### src/rtl/resamp_out_fifo.sv
`default_nettype none
// ============================================================================
// Module   : resamp_out_fifo
// Brief    : Output rate buffer behind the L/D polyphase resampler. Captures
//            each RDY-strobed sample with its OV tag and presents it
//            first-word-fall-through on a valid/ready interface. Keeps a
//            saturating drop counter and sticky OV/drop status.
// Revision : 1.0 - initial release
// ============================================================================
module resamp_out_fifo #(
  parameter int WORD_SIZE = 16,
  parameter int DEPTH     = 16,
  parameter int ADDR_BITS = 4,
  parameter int AFULL_LVL = 12,
  parameter int DROP_BITS = 16
) (
  input  logic                 clk,
  input  logic                 rst_n,
  input  logic [WORD_SIZE-1:0] i_din,
  input  logic                 i_din_ov,
  input  logic                 i_wr,
  output logic [WORD_SIZE-1:0] o_dout,
  output logic                 o_dout_ov,
  output logic                 o_dvalid,
  input  logic                 i_dready,
  output logic [ADDR_BITS:0]   o_level,
  output logic                 o_afull,
  output logic [DROP_BITS-1:0] o_drop_cnt,
  output logic                 o_ov_seen,
  output logic                 o_drop_seen,
  input  logic                 i_clr_stat
);

  localparam logic [ADDR_BITS:0]   c_FULL_LVL  = (ADDR_BITS+1)'(DEPTH);
  localparam logic [ADDR_BITS:0]   c_AFULL_LVL = (ADDR_BITS+1)'(AFULL_LVL);
  localparam logic [DROP_BITS-1:0] c_DROP_MAX  = '1;

  // Storage: {ov, sample} per entry; contents need no reset.
  logic [WORD_SIZE:0]   r_mem [DEPTH];
  logic [ADDR_BITS-1:0] r_wr_ptr;
  logic [ADDR_BITS-1:0] r_rd_ptr;
  logic [ADDR_BITS:0]   r_level;
  logic                 r_afull;
  logic [DROP_BITS-1:0] r_drop_cnt;
  logic                 r_ov_seen;
  logic                 r_drop_seen;

  logic                 w_not_empty;
  logic                 w_pop;
  logic                 w_push;
  logic                 w_drop;
  logic [ADDR_BITS:0]   w_level_nxt;
  logic [WORD_SIZE:0]   w_head;

  // Handshake decode: a pop frees a slot in the same edge, so full+pop+wr pushes.
  always_comb begin
    w_not_empty = (r_level != '0);
    w_pop       = w_not_empty & i_dready;
    w_push      = i_wr & ((r_level != c_FULL_LVL) | w_pop);
    w_drop      = i_wr & ~w_push;
    w_level_nxt = r_level;
    if (w_push && !w_pop) begin
      w_level_nxt = r_level + 1'b1;
    end else if (w_pop && !w_push) begin
      w_level_nxt = r_level - 1'b1;
    end
  end

  // Sample storage write port.
  always_ff @(posedge clk) begin
    if (w_push) begin
      r_mem[r_wr_ptr] <= {i_din_ov, i_din};
    end
  end

  // Pointers, occupancy and the almost-full flag (registered from next level).
  always_ff @(posedge clk or negedge rst_n) begin
    if (!rst_n) begin
      r_wr_ptr <= '0;
      r_rd_ptr <= '0;
      r_level  <= '0;
      r_afull  <= 1'b0;
    end else begin
      if (w_push) begin
        r_wr_ptr <= r_wr_ptr + 1'b1;
      end
      if (w_pop) begin
        r_rd_ptr <= r_rd_ptr + 1'b1;
      end
      r_level <= w_level_nxt;
      r_afull <= (w_level_nxt >= c_AFULL_LVL);
    end
  end

  // Statistics: an event in the same cycle as CLR_STAT takes precedence.
  always_ff @(posedge clk or negedge rst_n) begin
    if (!rst_n) begin
      r_drop_cnt  <= '0;
      r_drop_seen <= 1'b0;
      r_ov_seen   <= 1'b0;
    end else begin
      if (w_drop) begin
        if (i_clr_stat) begin
          r_drop_cnt <= DROP_BITS'(1);
        end else if (r_drop_cnt != c_DROP_MAX) begin
          r_drop_cnt <= r_drop_cnt + 1'b1;
        end
        r_drop_seen <= 1'b1;
      end else if (i_clr_stat) begin
        r_drop_cnt  <= '0;
        r_drop_seen <= 1'b0;
      end
      if (w_push && i_din_ov) begin
        r_ov_seen <= 1'b1;
      end else if (i_clr_stat) begin
        r_ov_seen <= 1'b0;
      end
    end
  end

  // First-word-fall-through read; output forced to zero while empty.
  always_comb begin
    w_head = '0;
    if (w_not_empty) begin
      w_head = r_mem[r_rd_ptr];
    end
  end

  assign o_dout      = w_head[WORD_SIZE-1:0];
  assign o_dout_ov   = w_head[WORD_SIZE];
  assign o_dvalid    = w_not_empty;
  assign o_level     = r_level;
  assign o_afull     = r_afull;
  assign o_drop_cnt  = r_drop_cnt;
  assign o_ov_seen   = r_ov_seen;
  assign o_drop_seen = r_drop_seen;

endmodule
`default_nettype wire

### config.mk
export PLATFORM = sky130hd
export DESIGN_NAME = resamp_out_fifo
export DESIGN_NICKNAME = d
export VERILOG_FILES = /design/src/rtl/resamp_out_fifo.sv
export SDC_FILE = /design/constraint.sdc
export NUM_CORES = 1
export LEC_CHECK = 0
export CORE_MARGIN = 1.5
export CORE_UTILIZATION = 43
export DETAILED_ROUTE_END_ITERATION = 8
export PLACE_DENSITY = 0.7
export SYNTH_ARGS = -nofsm -noshare
export SYNTH_HDL_FRONTEND = slang
export SYNTH_SLANG_ARGS = --single-unit
export TNS_END_PERCENT = 30
### constraint.sdc
create_clock -name clk -period 6.9 [get_ports clk]
set_input_delay 0.69 -clock clk [delete_from_list [all_inputs] [get_ports clk]]
set_output_delay 0.69 -clock clk [all_outputs]
set_load 0.01 [all_outputs]
==> summary.txt, run 1 <==
Clocking
  • CTS Buf Count: 31
  • CTS tree: yes
  • H-tree levels: 1
  • Setup Buffers After CTS: 0
  • Root buffer cell: clkbuf_16
  • Cts hold-fix bufs: 0
  • Deepest clock path buffer count: 3
  • CTS sink cnt: 304
  • Cts repair resizes: 0
  • Clock Latency Late Sink: 0.56 ns
  • Reg clk slew, reported paths: 0.06 ns

Setup path
  • CP max FO: 17
  • Crit. End Element: output port
  • Critical path arrival: 3.65 ns
  • Register-to-Register Path Depth: 7
  • Crit start category: flip-flop
  • Critical-path top delay cell: nand2_1
  • Worst path bufs/invs: 2
  • FF-to-FF Start: o_level[1]
  • WP data required: 6.21 ns
  • Crit path max-delay family: simple AND/OR/NAND/NOR gates
  • Critical path type: flip-flop to output port
  • R2r endpoint: r_mem[2][4]
  • CP Cell Sequence: inv_1 > ha_1 > or4b_1 > nand2_1 > o22ai_1 > clkdlybuf4s50_1
  • Worst R2R Setup Slack: 4.07 ns
  • Slowest stage delay, CP: 0.78 ns

Yosys
  • Post-synthesis instance total: 650
  • Netlist Area Pre-Place: 12300 um^2
  • Yosys warns: 0
  • Seq/Total Area, Yosys: 0.727
  • Mean post-synth cell area: 19.0 um^2
  • Post-synth EDFFs: 272
  • Syn_nets: 680
  • Async SR Flop Fraction: 0.105
  • Most used DFF post-synth: edfxtp_1
  • Number of library cell types mapped by synthesis: 55
  • #FFs+latches synth: 304

Layout
  • Fill cells: 2223
  • Reg area: 8970 um^2
  • Fin nets: 760
  • Area Growth Syn to Fin: 18.1%
  • Most common cell after layout, fill and taps aside: edfxtp_1
  • Commonest non-fill, non-tap cells in the layout: edfxtp_1 (272), mux4_2 (68), clkdlybuf4s50_1 (63), mux2i_1 (36), clkbuf_16 (31)
  • Antenna fix cells: 0
  • Share of layout cells above drive strength 1: 0.219
  • Design Area, Final: 14600 um^2
  • Area of the multi-input gates: 3220 um^2

Worst hold path
  • Hold Path Class: flip-flop to flip-flop
  • HP Start: o_ov_seen
  • Hold Path End: o_ov_seen
  • Worst hold path depth: 1

Floorplan
  • Row cnt: 61
  • Core box area: 28000 um^2
  • # IOs: 64
  • DIE AREA: 29700 um^2
  • DIE HEIGHT: 172 um
  • Die Width: 172 um
  • Starting Density: 0.440

Detailed routing
  • Met3 wire len: 1650 um
  • Detail Route Antenna Nets: 0
  • Router iterations before antenna repair: 5
  • Post-route DRC: 0
  • Vias per cell: 5.70
  • Vias: 6450
  • Max layer used: met4
  • Post-Route WL: 26300 um
  • DRT iter0 DRCs: 639
  • Routed len/inst: 23.3 um
  • Metal-1 WL: 11000 um
  • DR WL met2: 13000 um

STA
  • RSZ-0062 raised after global routing: no
  • Period minus WS final: 4.34 ns
  • Max frequency: 230 MHz
  • Total Neg Setup Slack: 0 ns
  • Fin. max-slew vios: 0
  • Period utilisation layout: 0.629
  • Final hold viol count: 0
  • Slew HR: 0.272
  • Slew @ Worst Pin: 1.08 ns
  • Final Skew: 0.00877 ns
  • Final setup fails: 0

Place
  • Area after DPL: 13500 um^2
  • DP Wirelength: 14800 um
  • Port Buffer Count: 63
  • RePlAce Congestion: 0.786

Global route
  • Initial antenna violation count: 0
  • Largest net degree at the start of global routing: 37
  • First-pass GRT wire length: 39800 um
  • Vias in the first global route: 6721
  • Gr ovfl total: 0
  • GRT Total Usage: 0.184

Run
  • Max-cap violation count: 0

Power and ir drop
  • Leakage power: 4.82 nW
  • P per Cell Area: 395 nW/um^2
  • Peak supply drop: 0.267 mV

Outcome
  • Status: finished clean
worst reg2reg max path, cell delays in order, from the launching register on:
cell	delay [ns]
dfrtp_1	0.45
inv_1	0.10
ha_1	0.26
nand4bb_1	0.19
o21a_1	0.35
nand2_1	0.22
nor3_2	0.53
buf_4	0.40
worst max path at each step:
stage,endpoint,cells past startpoint,startpoint
after floorplan,r_mem[3][0],5,i_dready
after global placement,o_dout[9],5,r_rd_ptr[0]
after detailed placement,o_dout[9],5,r_rd_ptr[0]
after CTS,o_dout[9],5,r_rd_ptr[0]
after global routing,o_dout[9],5,r_rd_ptr[0]
final,o_dout[15],6,o_level[1]
cell usage after synthesis (all sizes together), types with 2 or more instances:
library cell,count,share of area
nand3b,3,0.0018
dfrtp,32,0.065
buf,16,0.0060
clkbuf,20,0.0061
mux2,11,0.010
nand2,24,0.0073
nor4,7,0.0041
edfxtp,272,0.66
nand3,9,0.0041
xnor2,8,0.0057
and3,4,0.0020
o21ai,6,0.0024
nand4,6,0.0030
nor2b,13,0.0066
nand2b,5,0.0025
nor3,5,0.0020
or3,2,0.0010
o211ai,2,0.0012
nor2,25,0.0076
o22ai,17,0.0086
ha,8,0.0081
and2,2,0.0010
mux4,68,0.12
mux2i,36,0.029
inv,12,0.0037
a211oi,9,0.0055
a21oi,4,0.0016
or4,2,0.0015
power by group:
| part | leakage [nW] | switching [mW] | internal, mW | total (mW) |
|---|---|---|---|---|
| clock | 0.522 | 0.693 | 1.05 | 1.74 |
| sequential | 2.87 | 0.226 | 2.21 | 2.44 |
| combinational | 1.42 | 0.750 | 0.823 | 1.57 |
| total | 4.82 | 1.67 | 4.08 | 5.75 |
layer usage:
| metal | global-route usage | up-vias |
|---|---|---|
| met2 | 0.307 | 220 |
| met1 | 0.253 | 3376 |
| li1 | - | 2805 |
| met3 | 0.0256 | 49 |
| met5 | 0 | - |
| met4 | 0.0552 | 0 |
cells by family (layout without fill, tap and decap cells):
kind of cell,Yosys count,count (layout),synth area share
compound gates,51,51,0.0287
xor+xnor,8,8,0.00568
fa+ha+maj,8,8,0.00811
buf+inv,48,152,0.0157
flops,304,304,0.727
simple gates,116,116,0.0513
mux,115,115,0.163
sequential cells by signal, indices dropped and copies added (netlist names):
register,cells
r_mem,272
o_drop_cnt,16
o_level,5
r_rd_ptr,4
r_wr_ptr,4
o_afull,1
o_drop_seen,1
o_ov_seen,1
cell type report:
| type | instances | share of cell area |
|---|---|---|
| sequential | 304 | 0.616 |
| tap | 378 | 0.0325 |
| inverter | 12 | 0.00309 |
| multi-input combinational | 298 | 0.221 |
| clock buffer | 33 | 0.0538 |
| timing repair buffer | 83 | 0.0536 |
| clock inverter | 24 | 0.0195 |
metrics by stage:
step / std cells / setup slack [ns] / utilization / hold slack [ns] / power, mW
2_1_floorplan: 650 / 3.74 / - / 0.394 / 3.44
5_1_grt: 1132 / 2.32 / 0.520 / 0.559 / 6.00
3_5_place_dp: 1075 / 3.09 / 0.482 / 0.498 / 4.07
4_1_cts: 1132 / 2.50 / 0.520 / 0.520 / 5.81
3_3_place_gp: 1075 / 3.09 / 0.482 / 0.499 / 4.02
6_report: 1132 / 2.56 / 0.520 / 0.517 / 5.75
No activity file was read; power rests on OpenSTA's default activity.
==> inputs of run 2 (changes only) <==
--- a/config.mk
+++ b/config.mk
@@ -8,7 +8,7 @@
 export CORE_MARGIN = 1.5
 export CORE_UTILIZATION = 43
 export DETAILED_ROUTE_END_ITERATION = 8
-export PLACE_DENSITY = 0.7
+export PLACE_DENSITY = 0.73
 export SYNTH_ARGS = -nofsm -noshare
 export SYNTH_HDL_FRONTEND = slang
 export SYNTH_SLANG_ARGS = --single-unit
==> constraint.sdc (replaced) <==
create_clock -name clk -period 3.7 [get_ports clk]
set_input_delay 0.37 -clock clk [delete_from_list [all_inputs] [get_ports clk]]
set_output_delay 0.37 -clock clk [all_outputs]
set_load 0.01 [all_outputs]
==> summary.txt, run 2 (same netlist as run 1, synthesis figures left out) <==
STA
  • Max frequency: 289 MHz
  • Final hold viol count: 0 (unchanged)
  • Setup ws final: 0.237 ns (-2.32 ns)
  • Slew HR: 0.327 (+0.0548)
  • Fin. max-slew vios: 0 (unchanged)
  • Period utilisation layout: 0.936
  • Slew @ Worst Pin: 1.00 ns (-0.0815 ns)
  • RSZ-0062 raised after global routing: no
  • Period minus WS final: 3.46 ns
  • Total Neg Setup Slack: 0 ns (unchanged)
  • Final setup fails: 0 (unchanged)
  • Final Skew: 0.0137 ns (+0.00492 ns)

Floorplan
  • DIE HEIGHT: 172 um (unchanged)
  • Die Width: 172 um (unchanged)
  • Row cnt: 61 (unchanged)
  • Core box area: 28000 um^2 (unchanged)
  • DIE AREA: 29700 um^2 (unchanged)
  • # IOs: 64 (unchanged)
  • Starting Density: 0.440 (unchanged)

Detailed routing
  • Post-Route WL: 25300 um (-3.8%)
  • Detail Route Antenna Nets: 0 (unchanged)
  • Vias per cell: 5.59 (-2.0%)
  • DRT iter0 DRCs: 503 (-21%)
  • Post-route DRC: 0 (unchanged)
  • Routed len/inst: 22.2 um (-4.6%)
  • Vias: 6373 (-1.2%)
  • Router iterations before antenna repair: 5 (unchanged)

Setup path
  • Critical path arrival: 3.09 ns (-0.56 ns)
  • CP max FO: 17 (unchanged)
  • Crit. End Element: output port
  • Crit. Startpoint: o_level[1]
  • Critical-path top delay cell: or4b_1
  • Crit start category: flip-flop
  • Critical path type: flip-flop to output port
  • Register-to-Register Path Depth: 7 (unchanged)
  • FF-to-FF Start: o_level[1]
  • CP Cell Sequence: inv_1 > ha_1 > or4b_1 > nand2b_1 > buf_4 > o22ai_1 > clkdlybuf4s50_1
  • WP data required: 3.33 ns (-2.88 ns)
  • Slowest stage delay, CP: 0.62 ns (-0.16 ns)

Place
  • Setup WS pre-CTS: 0.807 ns (-2.29 ns)
  • DP Cell Count: 1087 (+1.1%)
  • RePlAce Congestion: 0.799 (+1.7%)
  • DP Wirelength: 16200 um (+9.3%)
  • Port Buffer Count: 63 (unchanged)

Global route
  • Vias in the first global route: 6673 (-0.71%)
  • Gr ovfl total: 0 (unchanged)
  • Largest net degree at the start of global routing: 32 (-14%)
  • First-pass GRT wire length: 39300 um (-1.3%)
  • Initial antenna violation count: 0 (unchanged)
  • GRT Total Usage: 0.179 (-0.00523)

Layout
  • Most common cell after layout, fill and taps aside: edfxtp_1
  • Max reg flops: 272 (unchanged)
  • Finished Layout Cells: 1141 (+0.80%)
  • Antenna fix cells: 0 (unchanged)
  • Share of layout cells above drive strength 1: 0.223 (+0.00397)
  • Reg with most FFs: r_mem
  • Fin nets: 771 (+1.4%)
  • Commonest non-fill, non-tap cells in the layout: edfxtp_1 (272), mux4_2 (68), clkdlybuf4s50_1 (63), mux2i_1 (36), clkbuf_16 (30)
  • Area Growth Syn to Fin: 18.6%

Clocking
  • Cts hold-fix bufs: 0 (unchanged)
  • CTS sink cnt: 304 (unchanged)
  • Clock Latency Late Sink: 0.55 ns (about the same)
  • CTS Buf Count: 30 (-3.2%)
  • Deepest clock path buffer count: 3 (unchanged)
  • Cts repair resizes: 0 (unchanged)
  • Setup Buffers After CTS: 0 (unchanged)
  • CTS tree: yes
  • Reg clk slew, reported paths: 0.06 ns (about the same)
  • H-tree levels: 1 (unchanged)
  • Root buffer cell: clkbuf_16

Worst hold path
  • Hold Path Class: input pin to asynchronous set/reset pin

Power and ir drop
  • Peak supply drop: 0.479 mV (+79%)
  • P per Cell Area: 725 nW/um^2 (+84%)
  • Leakage power: 4.85 nW (+0.75%)

Outcome
  • Status: finished clean

Run
  • Max-cap violation count: 0 (unchanged)
run 2: cell types whose count changed in the layout (fill, tap and decap cells not counted):
cell,change
buf_4,+6
clkinvlp_4,-1
clkinv_4,-1
bufinv_16,-2
clkbuf_16,-1
clkinv_8,+1
clkinv_1,+4
inv_6,-3
buf_12,+6
run 2: worst max-delay path: cells and delay by family (launching register included):
| family | cells | cell delay (ns) |
|---|---|---|
| buffers and inverters | 3 | 0.92 |
| and+or+nand+nor | 2 | 0.75 |
| DFF | 1 | 0.44 |
| adders and majority gates | 1 | 0.25 |
| AOI/OAI and AO/OA | 1 | 0.19 |
run 2: per-stage QoR:
| step | util | cell area [um^2] | total power, mW | hold slack, ns |
|---|---|---|---|---|
| finish | 0.522 | 14600 | 10.6 | 0.373 |
| global route | 0.522 | 14600 | 11.1 | 0.466 |
| CTS | 0.522 | 14600 | 10.8 | 0.395 |
| detailed placement | 0.488 | 13700 | 7.77 | 0.526 |
| global placement | 0.488 | 13700 | 7.70 | 0.512 |
| floorplan | - | 12300 | 6.42 | 0.0744 |
run 2: area by class of cell:
type,count,area [um^2]
timing repair buffer,95,946
tap,378,473
clock buffer,32,758
fill,2205,13400
clock inverter,22,213
multi-input combinational,298,3220
sequential,304,8970
inverter,12,45.0
run 2: routing by layer:
| metal | GRT usage | share of wire | routed length (um) | vias up |
|---|---|---|---|---|
| met4 | 0.0431 | 0.019 | 488 | 0 |
| met2 | 0.305 | 0.51 | 12800 | 165 |
| li1 | - | - | - | 2834 |
| met1 | 0.244 | 0.43 | 10900 | 3341 |
| met5 | 0 | 0 | 0 | - |
| met3 | 0.0252 | 0.042 | 1070 | 33 |
run 2: power breakdown:
group          total (mW)  switching (mW)  internal (mW)
clock                2.97            1.22           1.75
combinational        3.20            1.56           1.64
sequential           4.44           0.305           4.13
run 2: final timing paths:
check | slack, ns | endpoint
min | 0.37 | o_drop_cnt[14]
max reg2reg | 1.01 | r_mem[7][7]
max in group asynchronous | 2.59 | r_rd_ptr[0]
max | 0.24 | o_dout[2]
min in group clk | 0.53 | o_drop_cnt[15]
min reg2reg | 0.53 | o_drop_cnt[15]
==> inputs of run 3 (changes only) <==
--- a/config.mk
+++ b/config.mk
@@ -5,10 +5,10 @@
 export SDC_FILE = /design/constraint.sdc
 export NUM_CORES = 1
 export LEC_CHECK = 0
-export CORE_MARGIN = 1.5
 export CORE_UTILIZATION = 43
 export DETAILED_ROUTE_END_ITERATION = 8
 export PLACE_DENSITY = 0.73
+export RECOVER_POWER = 100
 export SYNTH_ARGS = -nofsm -noshare
 export SYNTH_HDL_FRONTEND = slang
 export SYNTH_SLANG_ARGS = --single-unit
==> summary.txt, run 3 (same netlist as run 1, synthesis figures left out) <==
Outcome
  • Status: finished, violations left
  • Failing checks: capacitance limit, slew limit

Setup path
  • Crit path max-delay family: buffers and inverters
  • Worst R2R Setup Slack: 0.43 ns (-0.58 ns)
  • Register-to-Register Path Depth: 7 (unchanged)
  • Setup crit end: o_dout[2]
  • WP data required: 3.33 ns (about the same)
  • Slowest stage delay, CP: 0.61 ns (about the same)
  • CP max FO: 17 (unchanged)
  • Critical path arrival: 3.14 ns (+0.05 ns)
  • CP Cell Sequence: inv_1 > ha_1 > or4b_1 > nand2b_1 > clkbuf_4 > o22ai_1 > clkdlybuf4s50_1
  • Crit. End Element: output port
  • R2r endpoint: r_mem[5][11]
  • Crit path depth: 7 (unchanged)
  • Crit start category: flip-flop
  • Worst path bufs/invs: 3 (unchanged)
  • Critical path type: flip-flop to output port
  • Crit. Startpoint: o_level[1]
  • FF-to-FF Start: o_level[1]
  • Critical-path top delay cell: or4b_1

Power and ir drop
  • Switching part of the total power: 0.297 (+0.00541)
  • Internal power: 7.34 mW (-2.4%)
  • Flop pwr share: 0.426 (+0.008)
  • Peak supply drop: 0.383 mV (-20%)
  • Leakage power: 4.82 nW (-0.79%)
  • Clk network pwr share: 0.272 (-0.008)
  • P per Cell Area: 722 nW/um^2 (-0.47%)
  • Combinational Power Share: 0.302 (about the same)
  • P_sw: 3.10 mW (+0.15%)

STA
  • Slew @ Worst Pin: 1.93 ns (+0.930 ns)
  • Fin. max-slew vios: 14 (+14)
  • Period minus WS final: 3.51 ns (+0.0451 ns)
  • Total Neg Setup Slack: 0 ns (unchanged)
  • Final setup fails: 0 (unchanged)
  • Slew HR: -0.300 (-0.626)
  • RSZ-0062 raised after global routing: no
  • Final hold viol count: 0 (unchanged)
  • Period utilisation layout: 0.948 (+0.0122)
  • Final Skew: 0.0147 ns (+0.000997 ns)
  • Max frequency: 285 MHz (-1.3%)

Clocking
  • CTS tree: yes
  • Reg clk slew, reported paths: 0.06 ns (about the same)
  • Deepest clock path buffer count: 3 (unchanged)
  • Clock Latency Late Sink: 0.56 ns (about the same)
  • CTS sink cnt: 304 (unchanged)
  • Cts hold-fix bufs: 0 (unchanged)
  • Setup Buffers After CTS: 0 (unchanged)
  • CTS Buf Count: 31 (+3.3%)
  • Root buffer cell: clkbuf_16
  • H-tree levels: 1 (unchanged)
  • Cts repair resizes: 0 (unchanged)

Place
  • Port Buffer Count: 63 (unchanged)
  • DP Wirelength: 16000 um (-1.2%)
  • RePlAce Congestion: 0.780 (-2.3%)
  • DP Cell Count: 1091 (+0.37%)

Layout
  • Max reg flops: 272 (unchanged)
  • Finished Layout Cells: 1145 (+0.35%)
  • Fill cells: 2245 (+1.8%)
  • Share of layout cells above drive strength 1: 0.179 (-0.0442)
  • Reg with most FFs: r_mem
  • Commonest non-fill, non-tap cells in the layout: edfxtp_1 (272), mux4_2 (68), dlygate4sd3_1 (43), mux2i_1 (36), clkbuf_16 (31)
  • Antenna fix cells: 0 (unchanged)
  • Fin nets: 776 (+0.65%)
  • Area Growth Syn to Fin: 17.2%
  • Most common cell after layout, fill and taps aside: edfxtp_1

Detailed routing
  • Detail Route Antenna Nets: 0 (unchanged)
  • Post-route DRC: 0 (unchanged)
  • DRT iter0 DRCs: 620 (+23%)
  • Router iterations before antenna repair: 5 (unchanged)
  • Vias: 6394 (+0.33%)
  • Post-Route WL: 26200 um (+3.4%)
  • Vias per cell: 5.58 (about the same)
  • Routed len/inst: 22.8 um (+3.0%)

Global route
  • Gr ovfl total: 0 (unchanged)
  • Vias in the first global route: 6617 (-0.84%)
  • Largest net degree at the start of global routing: 48 (+50%)
  • First-pass GRT wire length: 39600 um (+0.79%)
  • GRT Total Usage: 0.184 (+0.00522)
  • Initial antenna violation count: 1 (+1)

Floorplan
  • Core box area: 28000 um^2 (unchanged)
  • Die Width: 171 um (-0.58%)
  • Row cnt: 61 (unchanged)
  • Starting Density: 0.440 (unchanged)
  • DIE AREA: 29400 um^2 (-1.2%)
  • # IOs: 64 (unchanged)
  • DIE HEIGHT: 171 um (-0.58%)

Worst hold path
  • Hold Path Class: input pin to asynchronous set/reset pin

Run
  • Max-cap violation count: 1 (+1)
==> run 3: cell types whose count changed in the layout (fill, tap and decap cells not counted), sizes merged <==
| cell | before | now |
|---|---|---|
| clkbuf | 32 | 60 |
| clkdlybuf4s50 | 63 | 20 |
| clkinv | 17 | 16 |
| bufinv | 4 | 1 |
| inv | 12 | 14 |
| dlygate4sd3 | 0 | 43 |
| buf | 32 | 10 |
==> run 3: metal layers <==
| metal | track usage | share of wire | up-vias |
|---|---|---|---|
| li1 | - | - | 2833 |
| met1 | 0.245 | 0.42 | 3356 |
| met2 | 0.315 | 0.51 | 166 |
| met3 | 0.0324 | 0.054 | 37 |
| met4 | 0.0446 | 0.018 | 2 |
| met5 | 0 | 0.00042 | - |
==> run 3: worst min-delay path by stage <==
stage | start | endpoint | cells past startpoint
global placement | o_ov_seen | o_ov_seen | 1
detailed placement | r_rd_ptr[2] | r_rd_ptr[2] | 1
finish | rst_n | o_drop_cnt[14] | 1
floorplan | rst_n | o_afull | 0
CTS | rst_n | o_drop_cnt[14] | 1
global route | rst_n | o_drop_cnt[1] | 1
==> run 3: worst reg2reg max path, stage by stage, from the launching register on <==
cell and delay, ns:
dfrtp_1 0.45, inv_1 0.10, ha_1 0.25, nand4bb_1 0.18, o21a_1 0.32, nand2_1 0.20, nor2_1 0.54, clkbuf_1 0.84
==> run 3: area by class of cell <==
cell class | count | area, um^2 | share of cell area
clock inverters | 20 | 126 | 0.00874
clock buffers | 34 | 787 | 0.0544
flip-flops and latches | 304 | 8970 | 0.621
multi-input cells | 298 | 3180 | 0.220
inverters | 12 | 45.0 | 0.00312
repair buffers | 99 | 870 | 0.0602
well taps | 378 | 473 | 0.0327
==> run 3: power groups by stage <==
stage          sequential, mW  combinational [mW]  clock [mW]
2_1_floorplan            4.30                2.11           0
3_3_place_gp             4.50                3.22           0
3_5_place_dp             4.52                3.26           0
4_1_cts                  4.45                3.27        2.90
5_1_grt                  4.49                3.38        3.02
6_report                 4.45                3.15        2.84
==> run 3: through the flow <==
step,util,cell area [um^2],power [mW],worst slack [ns],hold slack [ns]
2_1_floorplan,-,12300,6.42,0.633,0.0744
3_3_place_gp,0.489,13700,7.72,0.851,0.496
3_5_place_dp,0.489,13700,7.78,0.828,0.498
4_1_cts,0.522,14600,10.6,0.210,0.361
5_1_grt,0.516,14500,10.9,0.0585,0.464
6_report,0.516,14500,10.4,0.192,0.404
